==> src/rtl/regfile_dump_reader_pkg.sv <==
`default_nettype none
// +----------------------------------------------------------------------+
// | Module   : regfile_dump_reader_pkg                                   |
// | Brief    : Shared types and constants for the register dump reader.  |
// | Revision : 1.0                                                       |
// +----------------------------------------------------------------------+
package regfile_dump_reader_pkg;

    localparam int REG_COUNT = 32;
    localparam int SEL_W     = 5;

    localparam logic [1:0] C_ENC_IDLE = 2'd0;
    localparam logic [1:0] C_ENC_LOAD = 2'd1;
    localparam logic [1:0] C_ENC_SEND = 2'd2;

    typedef enum logic [1:0] {
        IDLE = C_ENC_IDLE,
        LOAD = C_ENC_LOAD,
        SEND = C_ENC_SEND
    } state_t;

    // Register indices wrap from the top of the file back to index 0.
    function automatic logic [SEL_W-1:0] next_sel(input logic [SEL_W-1:0] sel);
        return (sel == SEL_W'(REG_COUNT - 1)) ? '0 : sel + SEL_W'(1);
    endfunction

endpackage : regfile_dump_reader_pkg
`default_nettype wire

==> src/rtl/regfile_dump_reader_if.sv <==
`default_nettype none
// +----------------------------------------------------------------------+
// | Module   : regfile_dump_reader_if                                    |
// | Brief    : Valid/ready word stream carrying a register value + index.|
// | Revision : 1.0                                                       |
// +----------------------------------------------------------------------+
interface regfile_dump_reader_if
    import regfile_dump_reader_pkg::*;
#(
    parameter int WIDTH = 32
);

    logic             out_valid;
    logic             out_ready;
    logic [WIDTH-1:0] out_data;
    logic [SEL_W-1:0] out_index;
    logic             out_last;

    modport master (
        output out_valid,
        output out_data,
        output out_index,
        output out_last,
        input  out_ready
    );

    modport slave (
        input  out_valid,
        input  out_data,
        input  out_index,
        input  out_last,
        output out_ready
    );

endinterface : regfile_dump_reader_if
`default_nettype wire

==> src/rtl/regfile_dump_reader.sv <==
`default_nettype none
// +----------------------------------------------------------------------+
// | Module   : regfile_dump_reader                                       |
// | Brief    : Walks the register file debug port over an inclusive,     |
// |            wrapping index range and streams each captured value.     |
// | Revision : 1.0                                                       |
// +----------------------------------------------------------------------+
module regfile_dump_reader
    import regfile_dump_reader_pkg::*;
#(
    parameter int WIDTH = 32
) (
    input  wire logic              clk,
    input  wire logic              reset,
    input  wire logic              start,
    input  wire logic [SEL_W-1:0]  first_sel,
    input  wire logic [SEL_W-1:0]  last_sel,
    output logic      [SEL_W-1:0]  debug_sel,
    input  wire logic [WIDTH-1:0]  debug_data,
    regfile_dump_reader_if.master  out_if,
    output logic                   busy,
    output logic                   done
);

    state_t           r_state;
    logic [SEL_W-1:0] r_sel;
    logic [SEL_W-1:0] r_last_sel;
    logic             r_valid;
    logic [WIDTH-1:0] r_data;
    logic [SEL_W-1:0] r_index;
    logic             r_last;
    logic             r_busy;
    logic             r_done;

    logic             w_handshake;

    assign w_handshake = r_valid & out_if.out_ready;

    // r_sel doubles as the walking index: it is already on debug_sel during
    // LOAD, so the register file output is settled by the capture edge.
    always_ff @(posedge clk or posedge reset) begin
        if (reset) begin
            r_state    <= IDLE;
            r_sel      <= '0;
            r_last_sel <= '0;
            r_valid    <= 1'b0;
            r_data     <= '0;
            r_index    <= '0;
            r_last     <= 1'b0;
            r_busy     <= 1'b0;
            r_done     <= 1'b0;
        end else begin
            r_done <= 1'b0;
            case (r_state)
                IDLE: begin
                    if (start) begin
                        r_sel      <= first_sel;
                        r_last_sel <= last_sel;
                        r_busy     <= 1'b1;
                        r_state    <= LOAD;
                    end
                end
                LOAD: begin
                    r_data  <= debug_data;
                    r_index <= r_sel;
                    r_last  <= (r_sel == r_last_sel);
                    r_valid <= 1'b1;
                    r_state <= SEND;
                end
                SEND: begin
                    if (w_handshake) begin
                        r_valid <= 1'b0;
                        if (r_last) begin
                            r_busy  <= 1'b0;
                            r_done  <= 1'b1;
                            r_state <= IDLE;
                        end else begin
                            r_sel   <= next_sel(r_sel);
                            r_state <= LOAD;
                        end
                    end
                end
                default: begin
                    r_state <= IDLE;
                end
            endcase
        end
    end

    assign debug_sel        = r_sel;
    assign out_if.out_valid = r_valid;
    assign out_if.out_data  = r_data;
    assign out_if.out_index = r_index;
    assign out_if.out_last  = r_last;
    assign busy             = r_busy;
    assign done             = r_done;

endmodule : regfile_dump_reader
`default_nettype wire

==> src/flat_wrapper.sv <==
// flat-port wrapper written by rule: the top's interface ports become plain ports
module regfile_dump_reader_flat import regfile_dump_reader_pkg::*;
#(
    parameter int WIDTH = 32
)
  (clk, reset, start, first_sel, last_sel, debug_sel, debug_data, busy, done, out_if_out_valid, out_if_out_data, out_if_out_index, out_if_out_last, out_if_out_ready);
  regfile_dump_reader_if #(.WIDTH(WIDTH)) out_if_i ();
  input  wire logic clk;
  input  wire logic reset;
  input  wire logic start;
  input  wire logic [SEL_W-1:0] first_sel;
  input  wire logic [SEL_W-1:0] last_sel;
  output logic      [SEL_W-1:0] debug_sel;
  input  wire logic [WIDTH-1:0] debug_data;
  output logic busy;
  output logic done;
  output wire logic [$bits(out_if_i.out_valid)-1:0] out_if_out_valid;
  output wire logic [$bits(out_if_i.out_data)-1:0] out_if_out_data;
  output wire logic [$bits(out_if_i.out_index)-1:0] out_if_out_index;
  output wire logic [$bits(out_if_i.out_last)-1:0] out_if_out_last;
  input wire logic [$bits(out_if_i.out_ready)-1:0] out_if_out_ready;
  assign out_if_out_valid = out_if_i.out_valid;
  assign out_if_out_data = out_if_i.out_data;
  assign out_if_out_index = out_if_i.out_index;
  assign out_if_out_last = out_if_i.out_last;
  assign out_if_i.out_ready = out_if_out_ready;
  regfile_dump_reader #(.WIDTH(WIDTH)) u_core (.clk(clk), .reset(reset), .start(start), .first_sel(first_sel), .last_sel(last_sel), .debug_sel(debug_sel), .debug_data(debug_data), .out_if(out_if_i), .busy(busy), .done(done));
endmodule
==> config.mk <==
export PLATFORM = sky130hd
export DESIGN_NAME = regfile_dump_reader_flat
export DESIGN_NICKNAME = d
export VERILOG_FILES = /design/src/rtl/regfile_dump_reader_pkg.sv /design/src/rtl/regfile_dump_reader_if.sv /design/src/rtl/regfile_dump_reader.sv /design/src/flat_wrapper.sv
export SDC_FILE = /design/constraint.sdc
export NUM_CORES = 1
export LEC_CHECK = 0
export CAP_MARGIN = 25
export CORE_AREA = 4 4 92 94
export CTS_CLUSTER_DIAMETER = 40
export DETAILED_ROUTE_END_ITERATION = 10
export DIE_AREA = 0 0 96 98
export SLEW_MARGIN = 0
export SYNTH_ARGS = -nofsm -noshare
export SYNTH_HDL_FRONTEND = slang
export SYNTH_SLANG_ARGS = --single-unit
==> constraint.sdc <==
create_clock -name clk -period 2.49 [get_ports clk]
set_input_delay 0.3735 -clock clk [delete_from_list [all_inputs] [get_ports clk]]
set_output_delay 0.3735 -clock clk [all_outputs]
set_load 0.02 [all_outputs]
### Word level (Yosys, flattened, before mapping)

Cells that the tools add are included.

| cells by class | value |
|---|---|
| $add $sub $neg | 1 |
| equality and inequality tests | 8 |
| muxes and demuxes | 18 |
| bitwise gates (word level) | 1 |
| reductions and logical operators | 8 |

Operators with widths:

| operator | number |
|---|---|
| 5-bit two-way mux | 4 |
| 5-bit case mux with 2 select lines | 1 |
| 1-bit two-way mux | 8 |
| 4-bit AND reduction | 2 |
| 2-bit case mux with 3 select lines | 1 |
| 2-bit AND reduction | 3 |
| 5-bit by 1-bit adder with 5-bit output, second input constant | 1 |
| 5-bit == test | 1 |
| 5-bit == test, second input constant | 1 |
| 2-bit two-way mux | 2 |
| 2-bit by 1-bit inequality test with 1-bit output, second input constant | 2 |
| 2-bit inequality test, second input constant | 2 |
| 1-bit case mux with 2 select lines | 2 |
| 2-bit nonzero test | 2 |
| 2-bit by 1-bit == test with 1-bit output, second input constant | 1 |
| 2-bit == test, second input constant | 1 |
| 2-bit logical NOT | 1 |
| 1-bit bitwise AND | 1 |

| word-level totals | value |
|---|---|
| bits in registers | 53 |
| output and inout port bits | 46 |
| logic and storage cells | 45 |

### Logic depth before layout (Yosys ltp)

Gate-level depths: netlist of the first run.

| depth | value |
|---|---|
| depth in word-level cells | 5 |
| mapped depth | 6 |
| depth with buffers taken out | 6 |

### Least setup slack after synthesis of the first run

Ideal clock, no wire load.

| path | value |
|---|---|
| kind | reg2reg |
| start | reg u_core.r_sel[0], in the netlist u_core.debug_sel[0] |
| end | reg u_core.r_sel[4], in the netlist u_core.debug_sel[4] |
| library setup time | 0.125 ns |
| arrival | 1.680 ns |
| required time | 2.365 ns |
| slack | 0.685 ns |
| cell stages (with the launch flop) | 6 |
| buffers on the path | 0 |
| clock period less this slack | 1.805 ns |
| cells stage by stage | dfrtp_1 -> ha_1 -> and3_1 -> ha_1 -> mux2_4 -> mux2_4 |

| on the way | value |
|---|---|
| word-level cells in the longest chain between the ends | 5 |

Ends and longest elaborated chain:

| what | RTL line | text |
|---|---|---|
| start, declared | regfile_dump_reader.sv:26 | `logic [SEL_W-1:0] r_sel;` |
| start signal, assigned | regfile_dump_reader.sv:57 | `r_sel <= first_sel;` |
| start signal, assigned | regfile_dump_reader.sv:78 | `r_sel <= next_sel(r_sel);` |
| 5-bit by 1-bit adder with 5-bit output / 5-bit == test (equally long branches) | regfile_dump_reader_pkg.sv:24 | `return (sel == SEL_W'(REG_COUNT - 1)) ? '0 : sel + SEL_W'(1);` |
| 5-bit two-way mux * | regfile_dump_reader_pkg.sv:24 |  |
| 5-bit two-way mux * | regfile_dump_reader.sv:73 | `if (r_last) begin` |
| 5-bit two-way mux * | regfile_dump_reader.sv:71 | `if (w_handshake) begin` |
| 5-bit case mux with 2 select lines * | regfile_dump_reader.sv:54 | `case (r_state)` |

Mark *: on every way between the ends. The rest lies on a longest branch, timed or not. The select of a mux whose other input is x is not followed.
A chain may end at the register's enable or synchronous reset.

### Worst setup path in the final report of the first run

| path | value |
|---|---|
| start | reg u_core.r_sel[3], in the netlist u_core.debug_sel[3] |
| end | out debug_sel[3] |

RTL lines:

| what | RTL line | text |
|---|---|---|
| end, declared | flat_wrapper.sv:13 | `output logic [SEL_W-1:0] debug_sel;` |

No word-level cell between the ends.

==> results.md, run 1 <==
- Top cells by count, synth: dfrtp_1 (53), mux2_2 (40), buf_4 (5), inv_1 (5), xnor2_1 (5)
- Post-Synth Adder-Cell Area: 1.110%
- Cell chain of the critical path: clkdlybuf4s50_1
- Maximum buffer depth of the clock tree: 2
- Total track usage: 11.33%
- Main combinational cell family by area after synthesis: multiplexers
- Grt ovf: 0
- Flop2flop setup slack: 0.67 ns
- Worst path depth: 1
- Sequential fraction of the synthesis area: 58.86%
- Status: complete, no violations
- Type of destination of the critical path: output port
- Crit start category: register
- Share of cells above drive strength 1: 23.89%
- FF+latch count, synth: 53
- Setup TNS Final: 0 ns
- Fin nets: 294
- Synth Warn #: 0
- CP Max Fanout: 7
- Clk_skew: 0.004310 ns
- Ys async rst share: 100.0%
- Post-synthesis compound-gate area fraction: 3.498%
- Area of the core: 7647 um2
- Simple-gate share of the synthesized area: 5.608%
- DR DRC count: 0
- Routability cong.: 0.7489
- Post-DP HPWL: 3749 um
- Inserted Clock Buffers: 5
- Total clock sinks: 53
- CTS root buffer: clkbuf_8
- Tmin final: 1.846 ns
- Max Cap Violations: 0
- Cells after Synth: 152
- Via count: 1534
- CTS tree: done
- VDD IR max: 0.5015 mV
- Final ANT Viol Nets: 0
- Initial antenna violation count: 0
- Die width: 96 um
- Post-CTS Setup Bufs: 0
- Clock transition at path regs: 0.09 ns
- CP arrival: 1.47 ns
- Count of buffer and inverter cells on the critical path: 1
- Vias in the first global route: 1641
- Post-synth top area share: 58.86%
- Ports: 92
- Pre-CTS setup slack: 0.6061 ns
- Vias per Instance: 4.395
- Worst r2r path cells: 5
- Post-synthesis mux area share: 25.49%
- Post-CTS resize count: 0
- HP Class: in -> async
- Die H: 98 um
- Met3 wire len: 393 um
- Slew Limit Fails: 0
- Pleak: 1.361 nW
- Post-synth top flop: dfrtp_1
- # rows: 32
- PwrDens: 1317 nW/um2
- R2r endpoint: u_core.debug_sel[4]
- Final Worst Setup Slack: 0.6445 ns
- DIE AREA: 9408 um2
- Avg WL per Cell: 14.53 um
- Pin count of the biggest net entering global routing: 33
- Syn_nets: 200
- Synth cell types: 31
- Worst-margin pin slew: 0.5556 ns
- Final Hold Vio Count: 0
- Post-synth EDFFs: 0
- Syn avg cell area: 14.83 um2
- RR Startpoint: u_core.debug_sel[0]
- Slowest CP cell: clkdlybuf4s50_1
- Highest metal used: met4
- CP required: 2.12 ns
- Setup crit start: u_core.debug_sel[3]
- Unrepaired setup endpoints after global routing: no
- Post-Syn Area: 2253 um2
- Total wire length: 5071 um
- Largest area contributor in the netlist: dfrtp_1
- Fmax: 0.5419 GHz
- Critical Path Max Stage Delay: 0.67 ns
- Starting Density: 29.47%
- Port Buf Inserts: 91
- Critical path endpoint: debug_sel[3]
- Clock insertion delay at the later pin of the skew report: 0.30 ns
- First-pass GRT wire length: 8411 um
- Count leader, synth: dfrtp_1
- Area Growth Syn to Fin: 49.03%
- Hold_buf cts: 0
- DR pass1 iterations: 4
- CP delay by family, top: buffers and inverters
- Final Cycle Share: 74.12%
- Fillers: 729
- Setup Viol. Count Final: 0
- Routed length on met2: 2325 um
- Synth Area in XOR/XNOR: 1.943%
- DR iter-0 viols: 9
- Antenna cells: 0
- Setup CP Type: reg -> out
- Max_slew headroom: 62.80%
- M1 wire length: 2305 um
- Htree depth: 2
- Top post-synthesis cells by area: dfrtp_1 (59%), mux2_2 (20%), mux2_4 (2.7%)
report_power, final:
group | internal, mW | switching [mW]
logic | 1.31 | 1.02
registers | 1.29 | 0.328
clock network | 0.200 | 0.277
total | 2.80 | 1.62
placed cells by master, fill, tap and decap left out, drive strengths merged:
master and instances:
a21oi 5, a221oi 1, and3 1, buf 3
clkbuf 7, clkdlybuf4s50 91, clkinvlp 1, dfrtp 53
ha 2, inv 5, mux2 47, mux2i 3
nand2 2, nand2b 2, nand3 4, nand4b 1
nor2 2, nor2b 1, nor3 1, nor3b 2
nor4b 1, nor4bb 1, o21ai 2, o22ai 1
o2bb2ai 1, o32ai 1, or2 1, xnor2 5
registers in the layout, summed over array words and instances (netlist names):
signal / cells
u_core.busy: 1
u_core.debug_sel: 5
u_core.done: 1
u_core.out_if.out_data: 32
u_core.out_if.out_index: 5
u_core.out_if.out_last: 1
u_core.out_if.out_valid: 1
u_core.r_last_sel: 5
u_core.r_state: 2
metrics by stage:
stage	hold WS [ns]	cells	util (%)	cell area [um2]	power [mW]
after floorplan	0.5022	152	-	2253	3.010
after CTS	0.4084	349	43.91	3358	4.509
after detailed placement	0.4738	341	42.82	3274	4.005
final	0.3990	349	43.91	3358	4.422
after global routing	0.4163	349	43.91	3358	4.736
after global placement	0.4687	341	42.82	3274	3.971
layout make-up:
cell class              instances  area (um2)  share of cell area [%]
flip-flops and latches         53        1326                   39.49
repair buffers                 94       945.9                   28.17
multi-input cells              87       855.8                   25.48
well taps                     102       127.6                   3.800
clock buffers                   7       76.32                   2.273
inverters                       5       18.77                  0.5589
clock inverters                 1       7.507                  0.2235
worst min path at each step:
stage | from | slack (ns) | cells after the start | to
6_report | reset | 0.40 | 2 | u_core.out_if.out_data[12]
5_1_grt | reset | 0.42 | 2 | u_core.out_if.out_data[12]
4_1_cts | reset | 0.41 | 2 | u_core.out_if.out_data[7]
3_5_place_dp | u_core.out_if.out_data[28] | 0.47 | 1 | u_core.out_if.out_data[28]
3_3_place_gp | u_core.out_if.out_data[28] | 0.47 | 1 | u_core.out_if.out_data[28]
2_1_floorplan | u_core.r_last_sel[0] | 0.50 | 1 | u_core.r_last_sel[0]
per-layer routing:
| layer | vias to the layer above | track usage, % |
|---|---|---|
| li1 | 726 | - |
| met1 | 741 | 15.31 |
| met2 | 62 | 17.63 |
| met3 | 5 | 3.005 |
| met4 | 0 | 3.501 |
| met5 | - | 0 |
cells by family (layout without fill, tap and decap cells):
logic type | Yosys count | after routing
adders and majority gates | 2 | 2
DFF | 53 | 53
AOI/OAI and AO/OA | 11 | 11
buffers and inverters | 12 | 107
xor gates and xnor gates | 5 | 5
and+or+nand+nor | 19 | 19
muxes | 50 | 50
Power figures use the tool's default switching activity.
==> inputs of run 2 (changes only) <==
==> constraint.sdc (replaced) <==
create_clock -name clk -period 1.7 [get_ports clk]
set_input_delay 0.255 -clock clk [delete_from_list [all_inputs] [get_ports clk]]
set_output_delay 0.255 -clock clk [all_outputs]
set_load 0.02 [all_outputs]
==> results.md, run 2 (synthesis gave the netlist of run 1 again) <==
- Worst Hold Slack: 0.1925 ns
- DR iter-0 viols: 28
- Finished Core Util: 45.30%
- Setup Viol. Count Final: 0
- CTS tree: done
- Slowest CP cell: clkdlybuf4s50_1
- Clk_skew: 0.007428 ns
- Clock transition at path regs: 0.09 ns
- Reg area: 1329 um2
- Htree depth: 2
- CP required: 1.44 ns
- Starting Density: 29.47%
- Post-CTS Setup Bufs: 0
- Slew Limit Fails: 0
- Cell chain of the critical path: clkdlybuf4s50_1
- Final Cycle Share: 95.39%
- Routability cong.: 0.7909
- Pre-CTS setup slack: 0.03204 ns
- First-pass GRT wire length: 8756 um
- Crit start category: register
- Grt ovf: 0
- Ports: 92
- Setup CP Type: reg -> out
- Max Cap Violations: 0
- Unrepaired setup endpoints after global routing: no
- Fin nets: 301
- Pleak: 1.428 nW
- Initial antenna violation count: 0
- Port Buf Inserts: 91
- Post-DP HPWL: 3884 um
- Via count: 1576
- Die H: 98 um
- Max FFs per register: 32
- Share of cells above drive strength 1: 28.35%
- Placed instance area: 3385 um2
- Vias in the first global route: 1726
- Inserted Clock Buffers: 5
- Max_slew headroom: 71.88%
- Final ANT Viol Nets: 0
- Avg WL per Cell: 14.94 um
- CP delay by family, top: buffers and inverters
- CP Max Fanout: 3
- DR pass1 iterations: 4
- Count of buffer and inverter cells on the critical path: 1
- Total clock sinks: 53
- Die width: 96 um
- VDD IR max: 0.6914 mV
- Antenna cells: 0
- PwrDens: 1932 nW/um2
- Pin count of the biggest net entering global routing: 44
- DIE AREA: 9408 um2
- Tmin final: 1.622 ns
- Final Worst Setup Slack: 0.07840 ns
- Fillers: 750
- Critical Path Max Stage Delay: 0.64 ns
- Setup TNS Final: 0 ns
- Clock insertion delay at the later pin of the skew report: 0.30 ns
- Worst-margin pin slew: 0.4218 ns
- Final Hold Vio Count: 0
- CTS root buffer: clkbuf_8
- Status: complete, no violations
- CP arrival: 1.37 ns
- Type of destination of the critical path: output port
- Final instance area: 3465 um2
- Total wire length: 5317 um
- Area of the core: 7647 um2
- # rows: 32
- DR DRC count: 0
- Most frequent cells in the layout: clkdlybuf4s50_1 (86), dfrtp_1 (51), mux2_2 (40)
- Maximum buffer depth of the clock tree: 2
- Vias per Instance: 4.427
- Hold_buf cts: 0
- Area Growth Syn to Fin: 53.75%
- HP Class: in -> async
- Most common cell after layout, fill and taps aside: clkdlybuf4s50_1
- Multi-input logic area: 885.9 um2
- Total track usage: 12.05%
- Fmax: 0.6167 GHz
[run 2: changes by cell type in the layout (fill, tap and decap cells not counted), sizes merged]
cell	before	now
buf	3	10
clkdlybuf4s50	91	86
dlygate4sd2	0	4
clkinv	0	2
clkbuf	7	6
clkinvlp	1	0
dlymetal6s2s	0	1
[run 2: path summary, 6_finish.rpt]
path	startpoint	cells after the start	to	slack (ns)
setup / recovery	u_core.debug_sel[3]	1	debug_sel[3]	0.08
min in group clk	u_core.out_if.out_data[24]	1	u_core.out_if.out_data[24]	0.49
hold / removal	reset	2	u_core.out_if.out_data[22]	0.19
hold reg to reg	u_core.out_if.out_data[24]	1	u_core.out_if.out_data[24]	0.49
setup reg to reg	u_core.debug_sel[1]	5	u_core.debug_sel[4]	0.10
max in group asynchronous	reset	3	u_core.out_if.out_data[5]	0.99
[run 2: what timing repair did]
| action | in CTS | in global routing |
|---|---|---|
| pin swaps | 0 | 0 |
| endpoints found under the hold margin | 0 | 0 |
| resized for setup | 4 | 1 |
| endpoints found under the setup margin | 4 | 1 |
[run 2: final cells by class]
cell class / count / share of cell area, %
clock buffer: 6 / 2.095
multi-input combinational: 87 / 25.57
sequential: 53 / 38.35
timing repair buffer: 101 / 29.47
tap: 102 / 3.684
clock inverter: 2 / 0.2889
inverter: 5 / 0.5417
[run 2: layer usage]
layer	part of all wire (%)	global-route usage, %	up-vias
met5	0	0	-
met4	0.55	2.954	0
met3	7.4	4.237	3
met2	50	19.70	53
met1	42	15.08	779
li1	-	-	741
[run 2: per-stage QoR]
step	instances	power [mW]
after floorplan	152	4.457
after global placement	348	6.071
after detailed placement	348	6.121
after CTS	356	6.812
after global routing	356	7.162
final	356	6.695
[run 2: where the power goes]
part / switching, mW / total, mW / internal (mW)
clock network: 0.411 / 0.698 / 0.287
logic: 1.61 / 3.67 / 2.05
registers: 0.438 / 2.33 / 1.89
total: 2.46 / 6.69 / 4.23
==> variant (config.mk and constraints of run 2) <==
Reset style: synchronous (`reset`), changed in one clocked block.
--- a/src/rtl/regfile_dump_reader.sv
+++ b/src/rtl/regfile_dump_reader.sv
@@ -38,7 +38,7 @@
 
     // r_sel doubles as the walking index: it is already on debug_sel during
     // LOAD, so the register file output is settled by the capture edge.
-    always_ff @(posedge clk or posedge reset) begin
+    always_ff @(posedge clk) begin
         if (reset) begin
             r_state    <= IDLE;
             r_sel      <= '0;
Check against the original RTL: differs if reset is asserted again (counterexample within 4 cycles, from zero or initial values and one cycle with reset high); with reset held inactive, the same outputs for 10 cycles.
==> variant against run 2 <==
The run now ends with negative setup slack left; synthesized area shrank 9.0%; first-iteration DRC count grew 110%; die area is the same; final cell count grew 26%; non-clock buffer count grew 4; fmax shrank 6.3%; via count grew 24%; sequential cell count is the same; worst setup slack lost 0.11 ns; design area shrank 4.5%; wire length grew 5.5%; largest cell class unchanged.
Power is not compared: it rests on default switching activity, and its combinational part moved more than twofold at a synthesized area within 25%.
==> variant: results (changes against run 2) <==
Worst Setup Slack, final=-0.0310 ns (-0.109 ns); buffer count from post-CTS setup fixing=1 (+1); HP Class=primary input to flop; comb_multi_in=178 (+100%); FF+latch area=1070 µm² (-20%); global placement routability congestion=0.811 (+2.6%); fraction of area in multi-input gates=28.4% (+2.8 points); Setup Viol. Count Final=2 (+2); ranking of synthesized cells by area=dfxtp_1 52%, nand2_1 15%, a21oi_1 10%, nor2_1 2.7%, mux2i_1 2.4%; first-pass GRT wire length=9080 µm (+3.7%); Final Util=43.3% (-2.0 points); Cell Area, Placed=3140 µm² (-7.2%); CP max-delay cell=or3b_4; Tot GR Track Use=12.1% (+0.082 points); cell family with most CP delay=simple AND/OR/NAND/NOR gates; fraction of cell area in non-clock buffers=31.2% (+1.7 points); top cells by count, synth=81 x nand2_1, 53 x dfxtp_1, 43 x a21oi_1; GR Layer Usage met3=4.70% (+0.46 points); Routed WL per cell=12.5 µm (-16%); Layout clock area frac=4.05% (+1.7 points); Setup Skew=0.00638 ns (-0.00105 ns); share of cells above drive strength 1=10.1% (-18 points); met1 Use GR=14.7% (-0.39 points); fill cell count=774 (+3.2%); register area share after synthesis=51.7% (-7.1 points); met2 global-route usage=19.6% (-0.11 points); Final nets=393 (+31%); worst hold slack=0.355 ns (+0.163 ns); initial detailed-routing violation count=58 (+110%); run status=complete, but fails checks; failing checks=negative setup slack; Layout Cells excl Fill=448 (+26%); FF-to-FF End=u_core.debug_sel[2]; largest net degree at the start of global routing=38 (-14%)
## variant: worst max-delay path by stage
| stage | start | end | depth (start not counted) |
|---|---|---|---|
| floorplan | u_core.debug_sel[0] | u_core.debug_sel[3] | 7 |
| global placement | u_core.debug_sel[0] | u_core.debug_sel[3] | 7 |
| detailed placement | u_core.debug_sel[0] | u_core.debug_sel[0] | 7 |
| CTS | u_core.debug_sel[0] | u_core.debug_sel[3] | 7 |
| global route | u_core.debug_sel[0] | u_core.debug_sel[3] | 7 |
| finish | u_core.debug_sel[0] | u_core.debug_sel[2] | 7 |
## variant: cell families after synthesis
family                     synth area share [%]
muxes                                      2.44
DFF                                        51.7
and+or+nand+nor                            23.3
AOI/OAI and AO/OA                          15.0
adders and majority gates                  1.22
buffers and inverters                      4.15
xor gates and xnor gates                   2.14
## variant: per-layer routing
metal  wire [µm]  up-vias
met5           0        -
met4          76        0
met3         530        7
met2        2540       65
met1        2470      877
li1            -     1006
